$ cat src/rtl/sseg_scan_driver_if.sv
// Host-side bundle for the 4-digit seven-segment scan driver: display data in,
// multiplexed active-low digit/segment/colon drive and frame strobe out.
interface sseg_scan_driver_if;
  logic [15:0] value;
  logic        load;
  logic [3:0]  dp_in;
  logic [3:0]  blank;
  logic        col_en;
  logic [3:0]  IO_SSEGD;
  logic [7:0]  IO_SSEG;
  logic        IO_SSEG_COL;
  logic        frame_done;

  modport master (
    output value, load, dp_in, blank, col_en,
    input  IO_SSEGD, IO_SSEG, IO_SSEG_COL, frame_done
  );

  modport slave (
    input  value, load, dp_in, blank, col_en,
    output IO_SSEGD, IO_SSEG, IO_SSEG_COL, frame_done
  );
endinterface

$ cat src/rtl/sseg_scan_driver.sv
// Time-multiplexed 4-digit seven-segment driver with per-slot blanking guard,
// double-buffered display data (frame-atomic updates) and optional leading-zero suppression.
module sseg_scan_driver #(
  parameter int unsigned REFRESH_BITS = 16,
  parameter int unsigned BLANK_CYCLES = 64,
  parameter int unsigned LZS          = 0
) (
  input logic               M_CLOCK,
  input logic               M_RESET,
  sseg_scan_driver_if.slave bus
);

  typedef struct packed {
    logic [15:0] value;
    logic [3:0]  dp;
    logic [3:0]  blank;
    logic        col;
  } frame_t;

  localparam logic [REFRESH_BITS-1:0] PreMax   = '1;
  localparam logic [REFRESH_BITS-1:0] BlankThr = REFRESH_BITS'(BLANK_CYCLES);

  logic [REFRESH_BITS-1:0] prescaler_q;
  logic [1:0]              slot_q;
  frame_t                  shadow_q;
  frame_t                  disp_q;
  frame_t                  in_frame;

  logic [3:0] ssegd_q, ssegd_d;
  logic [7:0] sseg_q, sseg_d;
  logic       col_q;
  logic       frame_done_q;

  logic       pre_wrap;
  logic       frame_end;
  logic       guard;
  logic [3:0] digit;
  logic       zero_3, zero_32, zero_321;
  logic       lzs_hit;
  logic       suppressed;

  function automatic logic [6:0] seg_lut(input logic [3:0] d);
    logic [6:0] s;
    unique case (d)
      4'h0: s = 7'h40;
      4'h1: s = 7'h79;
      4'h2: s = 7'h24;
      4'h3: s = 7'h30;
      4'h4: s = 7'h19;
      4'h5: s = 7'h12;
      4'h6: s = 7'h02;
      4'h7: s = 7'h78;
      4'h8: s = 7'h00;
      4'h9: s = 7'h10;
      4'hA: s = 7'h08;
      4'hB: s = 7'h03;
      4'hC: s = 7'h46;
      4'hD: s = 7'h21;
      4'hE: s = 7'h06;
      default: s = 7'h0E;
    endcase
    return s;
  endfunction

  assign in_frame  = '{value: bus.value, dp: bus.dp_in, blank: bus.blank, col: bus.col_en};
  assign pre_wrap  = (prescaler_q == PreMax);
  assign frame_end = pre_wrap && (slot_q == 2'd3);
  assign guard     = (prescaler_q < BlankThr);
  assign digit     = disp_q.value[{slot_q, 2'b00} +: 4];

  // A digit is only a leading zero if every digit to its left is zero too.
  assign zero_3   = (disp_q.value[15:12] == 4'h0);
  assign zero_32  = zero_3 && (disp_q.value[11:8] == 4'h0);
  assign zero_321 = zero_32 && (disp_q.value[7:4] == 4'h0);

  always_comb begin
    lzs_hit = 1'b0;
    unique case (slot_q)
      2'd1:    lzs_hit = zero_321;
      2'd2:    lzs_hit = zero_32;
      2'd3:    lzs_hit = zero_3;
      default: lzs_hit = 1'b0;
    endcase
  end

  assign suppressed = disp_q.blank[slot_q] || ((LZS != 0) && lzs_hit);

  always_comb begin
    ssegd_d = 4'b1111;
    sseg_d  = 8'hFF;
    if (!guard && !suppressed) begin
      ssegd_d = ~(4'b0001 << slot_q);
      sseg_d  = {~disp_q.dp[slot_q], seg_lut(digit)};
    end
  end

  always_ff @(posedge M_CLOCK or posedge M_RESET) begin
    if (M_RESET) begin
      prescaler_q  <= '0;
      slot_q       <= 2'd0;
      shadow_q     <= '0;
      disp_q       <= '0;
      ssegd_q      <= 4'b1111;
      sseg_q       <= 8'hFF;
      col_q        <= 1'b1;
      frame_done_q <= 1'b0;
    end else begin
      prescaler_q <= prescaler_q + REFRESH_BITS'(1);
      if (pre_wrap) begin
        slot_q <= slot_q + 2'd1;
      end
      if (bus.load) begin
        shadow_q <= in_frame;
      end
      // A load landing on the boundary bypasses the shadow so it is not a frame late.
      if (frame_end) begin
        disp_q <= bus.load ? in_frame : shadow_q;
      end
      ssegd_q      <= ssegd_d;
      sseg_q       <= sseg_d;
      col_q        <= ~disp_q.col;
      frame_done_q <= frame_end;
    end
  end

  assign bus.IO_SSEGD    = ssegd_q;
  assign bus.IO_SSEG     = sseg_q;
  assign bus.IO_SSEG_COL = col_q;
  assign bus.frame_done  = frame_done_q;

endmodule

$ cat src/flat_wrapper.sv
// flat-port wrapper written by rule: the top's interface ports become plain ports
module sseg_scan_driver_flat 
#(
  parameter int unsigned REFRESH_BITS = 16,
  parameter int unsigned BLANK_CYCLES = 64,
  parameter int unsigned LZS          = 0
)
  (M_CLOCK, M_RESET, bus_value, bus_load, bus_dp_in, bus_blank, bus_col_en, bus_IO_SSEGD, bus_IO_SSEG, bus_IO_SSEG_COL, bus_frame_done);
  sseg_scan_driver_if bus_i ();
  input logic M_CLOCK;
  input logic M_RESET;
  input wire logic [$bits(bus_i.value)-1:0] bus_value;
  input wire logic [$bits(bus_i.load)-1:0] bus_load;
  input wire logic [$bits(bus_i.dp_in)-1:0] bus_dp_in;
  input wire logic [$bits(bus_i.blank)-1:0] bus_blank;
  input wire logic [$bits(bus_i.col_en)-1:0] bus_col_en;
  output wire logic [$bits(bus_i.IO_SSEGD)-1:0] bus_IO_SSEGD;
  output wire logic [$bits(bus_i.IO_SSEG)-1:0] bus_IO_SSEG;
  output wire logic [$bits(bus_i.IO_SSEG_COL)-1:0] bus_IO_SSEG_COL;
  output wire logic [$bits(bus_i.frame_done)-1:0] bus_frame_done;
  assign bus_i.value = bus_value;
  assign bus_i.load = bus_load;
  assign bus_i.dp_in = bus_dp_in;
  assign bus_i.blank = bus_blank;
  assign bus_i.col_en = bus_col_en;
  assign bus_IO_SSEGD = bus_i.IO_SSEGD;
  assign bus_IO_SSEG = bus_i.IO_SSEG;
  assign bus_IO_SSEG_COL = bus_i.IO_SSEG_COL;
  assign bus_frame_done = bus_i.frame_done;
  sseg_scan_driver #(.REFRESH_BITS(REFRESH_BITS), .BLANK_CYCLES(BLANK_CYCLES), .LZS(LZS)) u_core (.M_CLOCK(M_CLOCK), .M_RESET(M_RESET), .bus(bus_i));
endmodule
$ cat config.mk
export PLATFORM = sky130hd
export DESIGN_NAME = sseg_scan_driver_flat
export DESIGN_NICKNAME = d
export VERILOG_FILES = /design/src/rtl/sseg_scan_driver_if.sv /design/src/rtl/sseg_scan_driver.sv /design/src/flat_wrapper.sv
export SDC_FILE = /design/constraint.sdc
export NUM_CORES = 1
export LEC_CHECK = 0
export BUFFER_PORTS_ARGS = -buffer_cell sky130_fd_sc_hd__buf_4
export CAP_MARGIN = 10
export CORE_AREA = 5 5 108 100
export DETAILED_ROUTE_END_ITERATION = 10
export DIE_AREA = 0 0 113 105
export PLACE_DENSITY = 0.66
export SETUP_SLACK_MARGIN = 0.2
export SLEW_MARGIN = 0
export SYNTH_ARGS = -nofsm -noshare
export SYNTH_HDL_FRONTEND = slang
export SYNTH_SLANG_ARGS = --single-unit
$ cat constraint.sdc
create_clock -name M_CLOCK -period 2.5 [get_ports M_CLOCK]
set_clock_uncertainty 0.15 [all_clocks]
set_input_delay 0.125 -clock M_CLOCK [delete_from_list [all_inputs] [get_ports M_CLOCK]]
set_output_delay 0.125 -clock M_CLOCK [all_outputs]
set_load 0.05 [all_outputs]
==> impl_results.html <==
<table>
<tr><th>Metric</th><th>Value</th></tr>
<tr><th colspan="2">Finish</th></tr>
<tr><td>Area growth from synthesis to final layout</td><td>28.0%</td></tr>
<tr><td>Summed area of non-filler cells in the final layout</td><td>4730 sq um</td></tr>
<tr><td>Nets</td><td>370</td></tr>
<tr><td>Post-Layout Cell Count</td><td>462</td></tr>
<tr><td>Antenna Cells</td><td>0</td></tr>
<tr><td>Fraction of layout instances using a drive strength above 1</td><td>0.449</td></tr>
<tr><td>Total of fill cells in the finished design</td><td>801</td></tr>
<tr><td>FF+latch area</td><td>2070 sq um</td></tr>
<tr><td>Post-route core utilization</td><td>0.499</td></tr>
<tr><td>Area of combinational cells with multiple inputs</td><td>1550 sq um</td></tr>
<tr><th colspan="2">Power</th></tr>
<tr><td>Maximum VDD drop</td><td>0.000295 V</td></tr>
<tr><td>Switching portion of total power</td><td>0.211</td></tr>
<tr><td>Power per standard cell area</td><td>550 nW/um^2</td></tr>
<tr><td>Standby leakage power</td><td>2.06 nW</td></tr>
<tr><td>Portion of total power attributed to sequential cells</td><td>0.529</td></tr>
<tr><td>Gate power share</td><td>0.061</td></tr>
<tr><td>Sw power</td><td>0.000550 W</td></tr>
<tr><td>Part of the power in the clock network</td><td>0.410</td></tr>
<tr><td>Int Pwr</td><td>0.00205 W</td></tr>
<tr><th colspan="2">STA</th></tr>
<tr><td>Count of endpoints failing hold in the final timing report</td><td>0</td></tr>
<tr><td>Min cycle time layout</td><td>2.24 ns</td></tr>
<tr><td>Unrepaired setup endpoints after global routing</td><td>true</td></tr>
<tr><td>Relative slew slack</td><td>0.666</td></tr>
<tr><td>Total negative slack</td><td>0 ns</td></tr>
<tr><td>Period utilisation layout</td><td>0.897</td></tr>
<tr><td>Maximum clock rate</td><td>446 MHz</td></tr>
<tr><td>Count of endpoints failing setup in the final report</td><td>0</td></tr>
<tr><td>Total count of max-transition violations in the final report</td><td>0</td></tr>
<tr><td>Worst Tran Pin Value</td><td>0.497 ns</td></tr>
<tr><th colspan="2">Routing</th></tr>
<tr><td>Drt wl/cell</td><td>15.0 microns</td></tr>
<tr><td>Routed metal-1 wirelength</td><td>3.34 mm</td></tr>
<tr><td>Number of DRC violations after detailed-routing iteration 0</td><td>69</td></tr>
<tr><td>Top routing layer used</td><td>met4</td></tr>
<tr><td>Per-cell via count in the routed design</td><td>4.82</td></tr>
<tr><td>Routed wire length on met2</td><td>3.18 mm</td></tr>
<tr><td>Wire length on met3</td><td>261 microns</td></tr>
<tr><td>DRT antenna net count</td><td>0</td></tr>
<tr><td>Post-detailed-routing wire length</td><td>6.93 mm</td></tr>
<tr><td>Via count of the routed design</td><td>2229</td></tr>
<tr><td>Post-route DRC violation count</td><td>0</td></tr>
<tr><td>Router iterations before antenna repair</td><td>4</td></tr>
<tr><th colspan="2">Floorplanning</th></tr>
<tr><td>Row cnt</td><td>34</td></tr>
<tr><td>Die extent in y</td><td>105 microns</td></tr>
<tr><td>Starting utilization of the core area</td><td>0.390</td></tr>
<tr><td>Count of pins on the block boundary</td><td>42</td></tr>
<tr><td>Die ar.</td><td>11900 sq um</td></tr>
<tr><td>Chip Width</td><td>113 microns</td></tr>
<tr><td>Core Area</td><td>9490 sq um</td></tr>
<tr><th colspan="2">Placement</th></tr>
<tr><td>Placer Congestion</td><td>0.917</td></tr>
<tr><td>Half-perimeter wire length after placement</td><td>4.73 mm</td></tr>
<tr><td>Cell area after placement</td><td>4150 sq um</td></tr>
<tr><td>Number of cells after detailed placement</td><td>416</td></tr>
<tr><td>Number of port buffers</td><td>41</td></tr>
<tr><th colspan="2">Clock tree</th></tr>
<tr><td>Cell at the root of the clock tree</td><td>sky130_fd_sc_hd__clkbuf_8</td></tr>
<tr><td>Clock-pin slew reported for the worst setup and hold paths after clock tree synthesis</td><td>0.08 ns</td></tr>
<tr><td>Clk sinks</td><td>82</td></tr>
<tr><td>H-tree Lvls</td><td>3</td></tr>
<tr><td>Number of clock buffers inserted by TritonCTS</td><td>9</td></tr>
<tr><td>Clk_lat worst skew</td><td>0.35 ns</td></tr>
<tr><td>Number of buffers between clock root and the deepest sink</td><td>2</td></tr>
<tr><td>Clock tree from TritonCTS</td><td>done</td></tr>
<tr><th colspan="2">Hold path</th></tr>
<tr><td>Hold wc startpoint</td><td>bus_load</td></tr>
<tr><td>Worst Hold End</td><td>u_core.shadow_q[1]$_DFF_PP0_</td></tr>
<tr><td>Hold Path Cell Cnt</td><td>2</td></tr>
<tr><td>Class of the most critical hold timing path</td><td>primary input to flip-flop</td></tr>
<tr><th colspan="2">Setup path</th></tr>
<tr><td>Standard cell with the maximum stage delay on the critical path</td><td>sky130_fd_sc_hd__mux4_2</td></tr>
<tr><td>Worst flop-to-flop path endpoint</td><td>u_core.bus.IO_SSEG[0]$_DFF_PP1_</td></tr>
<tr><td>Crit Path Max Fanout</td><td>9</td></tr>
<tr><td>Startpoint of the worst register-to-register path</td><td>u_core.slot_q[0]$_DFFE_PP0N_</td></tr>
<tr><td>Minimum setup slack among reg-to-reg paths</td><td>0.26 ns</td></tr>
<tr><td>Max stage delay on crit path</td><td>0.53 ns</td></tr>
<tr><td>Logic depth of the worst register-to-register path</td><td>7</td></tr>
<tr><td>Startpoint type of the worst setup path</td><td>flip-flop</td></tr>
<tr><td>Kind of end point of the critical path</td><td>flip-flop</td></tr>
<tr><td>Crit path cell chain</td><td>mux4_2, buf_6, ha_4, mux2_2, o2111a_1, nor4_2, o21ai_1</td></tr>
<tr><td>Data required time of the critical path</td><td>2.64 ns</td></tr>
<tr><td>Critical path type</td><td>flip-flop to flip-flop</td></tr>
<tr><td>Worst EP arrival</td><td>2.38 ns</td></tr>
<tr><th colspan="2">Global routing</th></tr>
<tr><td>Antenna violations before repair</td><td>0</td></tr>
<tr><td>Maximum number of pins on one net before global-route repair</td><td>83</td></tr>
<tr><td>Wire length of the first global-routing pass</td><td>11.9 mm</td></tr>
<tr><td>Total global routing overflow</td><td>0</td></tr>
<tr><td>Number of global-route vias before repair</td><td>2392</td></tr>
<tr><td>All-Layer GR Usage</td><td>0.127</td></tr>
<tr><th colspan="2">Synth</th></tr>
<tr><td>#FFs+latches synth</td><td>82</td></tr>
<tr><td>Synthesis Warnings</td><td>0</td></tr>
<tr><td>Fraction of the yosys area taken by sequential cells</td><td>0.560</td></tr>
<tr><td>Synthesized net count</td><td>293</td></tr>
<tr><td>Synthesized instance count</td><td>254</td></tr>
<tr><td>Synthesized area per cell</td><td>14.6 sq um</td></tr>
<tr><td>Post-synth design cell area</td><td>3700 sq um</td></tr>
<tr><td>Post-synth cell types</td><td>39</td></tr>
<tr><th colspan="2">Job</th></tr>
<tr><td>Number of max-capacitance violations reported</td><td>0</td></tr>
<tr><th colspan="2">Outcome</th></tr>
<tr><td>Outcome</td><td>completed</td></tr>
</table>
[cells in the mapped netlist]
cell type,count,share of area
sky130_fd_sc_hd__dfrtp_1,69,0.47
sky130_fd_sc_hd__mux2_2,33,0.10
sky130_fd_sc_hd__mux2_4,19,0.077
sky130_fd_sc_hd__dfstp_2,13,0.092
sky130_fd_sc_hd__inv_1,13,0.013
sky130_fd_sc_hd__ha_1,11,0.037
sky130_fd_sc_hd__xnor2_1,11,0.026
sky130_fd_sc_hd__nand2_1,9,0.0091
sky130_fd_sc_hd__nand3_1,9,0.012
sky130_fd_sc_hd__mux4_2,6,0.037
sky130_fd_sc_hd__mux2i_1,5,0.014
sky130_fd_sc_hd__xor2_1,5,0.012
sky130_fd_sc_hd__buf_2,4,0.0054
sky130_fd_sc_hd__nor3_1,4,0.0054
sky130_fd_sc_hd__a21oi_1,3,0.0041
sky130_fd_sc_hd__nor2_1,3,0.0030
sky130_fd_sc_hd__nor3b_1,3,0.0061
sky130_fd_sc_hd__nor4_1,3,0.0051
sky130_fd_sc_hd__o211ai_1,3,0.0061
sky130_fd_sc_hd__a2111oi_0,2,0.0047
sky130_fd_sc_hd__a31oi_1,2,0.0034
sky130_fd_sc_hd__and3_1,2,0.0034
sky130_fd_sc_hd__buf_1,2,0.0020
sky130_fd_sc_hd__buf_12,2,0.011
sky130_fd_sc_hd__clkbuf_1,2,0.0020
sky130_fd_sc_hd__o21ai_0,2,0.0027
sky130_fd_sc_hd__o221ai_1,2,0.0047
sky130_fd_sc_hd__and4_1,1,0.0024
sky130_fd_sc_hd__buf_6,1,0.0030
sky130_fd_sc_hd__nand3b_1,1,0.0020
sky130_fd_sc_hd__nand4_1,1,0.0017
sky130_fd_sc_hd__nand4_2,1,0.0034
sky130_fd_sc_hd__nand4_4,1,0.0058
sky130_fd_sc_hd__nor2b_1,1,0.0017
sky130_fd_sc_hd__nor3_4,1,0.0044
sky130_fd_sc_hd__o2111a_1,1,0.0030
sky130_fd_sc_hd__o311ai_0,1,0.0024
sky130_fd_sc_hd__o31a_1,1,0.0024
sky130_fd_sc_hd__or2_1,1,0.0017
[power by group through the flow]
| stage | sequential (W) | clock (W) | combinational [W] |
|---|---|---|---|
| 3_3_place_gp | 0.00140 | 0 | 0.000129 |
| 4_1_cts | 0.00138 | 0.00110 | 0.000164 |
| 5_1_grt | 0.00138 | 0.00116 | 0.000178 |
| 6_report | 0.00138 | 0.00107 | 0.000159 |
| 2_1_floorplan | 0.00140 | 0 | 0.0000773 |
| 3_5_place_dp | 0.00140 | 0 | 0.000132 |
[flip-flops by register name, indices dropped and copies added (netlist names)]
signal	cells
u_core.bus.IO_SSEG	8
u_core.bus.IO_SSEGD	4
u_core.bus.IO_SSEG_COL	1
u_core.bus.frame_done	1
u_core.disp_q	25
u_core.prescaler_q	16
u_core.shadow_q	25
u_core.slot_q	2
[cell usage in the layout, fill, tap and decap left out, drive strengths merged, types with 3 or more instances in the layout]
cell         netlist  routed
nor2               3       3
dfrtp             69      69
xor2               5       5
ha                11      11
clkinv             0       3
dfstp             13      13
nor3               5       5
a21oi              3       3
xnor2             11      11
nand2              9       9
nand3              9       9
clkbuf             2      10
buf                9      51
nor3b              3       3
o211ai             3       3
mux2i              5       5
nor4               3       3
inv               13      12
mux2              52      52
nand4              3       3
mux4               6       6
dlygate4sd3        0      26
[per-layer routing]
| layer | vias up | track usage |
|---|---|---|
| li1 | 1058 | - |
| met1 | 1113 | 0.178 |
| met2 | 43 | 0.187 |
| met3 | 15 | 0.0306 |
| met4 | 0 | 0.0558 |
| met5 | - | 0 |
[layout make-up]
cell class,instances,area share
Clock buffer,10,0.0291
Clock inverter,6,0.0190
Inverter,13,0.0111
Multi-Input combinational cell,148,0.328
Sequential cell,82,0.437
Tap cell,126,0.0333
Timing Repair Buffer,77,0.142
[critical path: cells and delay by family, from the launching register on]
family | cells | cell delay (ns)
and+or+nand+nor | 1 | 0.16
buffers and inverters | 1 | 0.15
muxes | 2 | 0.80
AOI/OAI and AO/OA | 2 | 0.34
DFF | 1 | 0.40
adders and majority gates | 1 | 0.18
[cells by family (layout without fill, tap and decap cells)]
kind of cell,after synthesis,after routing,share of synthesized area
XOR/XNOR,16,16,0.0379
buffers and inverters,24,106,0.0366
AND/OR/NAND/NOR,41,41,0.0674
multiplexers,63,63,0.228
AO/OA/AOI/OAI,17,17,0.0335
flip-flops,82,82,0.560
adder cells (fa/ha/maj),11,11,0.0372
[how the worst max path moves through the flow]
stage,startpoint,end,slack [ns],cells past startpoint
floorplan,u_core.slot_q[0]$_DFFE_PP0N_,u_core.bus.IO_SSEG[0]$_DFF_PP1_,0.05,9
global placement,u_core.slot_q[0]$_DFFE_PP0N_,u_core.bus.IO_SSEG[0]$_DFF_PP1_,0.13,7
detailed placement,u_core.slot_q[0]$_DFFE_PP0N_,u_core.bus.IO_SSEG[0]$_DFF_PP1_,0.05,7
CTS,u_core.slot_q[0]$_DFFE_PP0N_,u_core.bus.IO_SSEG[0]$_DFF_PP1_,0.19,7
global route,u_core.slot_q[0]$_DFFE_PP0N_,u_core.bus.IO_SSEG[0]$_DFF_PP1_,0.15,7
finish,u_core.slot_q[0]$_DFFE_PP0N_,u_core.bus.IO_SSEG[0]$_DFF_PP1_,0.26,7
[stage by stage]
| step | power [W] | setup WS (ns) | hold WS [ns] |
|---|---|---|---|
| 2_1_floorplan | 0.00148 | 0.0490 | 0.139 |
| 3_3_place_gp | 0.00153 | 0.128 | 0.126 |
| 3_5_place_dp | 0.00153 | 0.0458 | 0.137 |
| 4_1_cts | 0.00264 | 0.189 | 0.132 |
| 5_1_grt | 0.00272 | 0.151 | 0.145 |
| 6_report | 0.00260 | 0.257 | 0.144 |
[repair_timing]
| action | 4_1_cts | 5_1_grt |
|---|---|---|
| pin swaps | 2 | 3 |
| endpoints found under the setup margin | 1 | 4 |
| setup buffers | 4 | 0 |
| hold buffers | 26 | 0 |
| gates resized for setup | 13 | 2 |
| hold endpoints to repair | 113 | 0 |
Power figures use the tool's default switching activity.
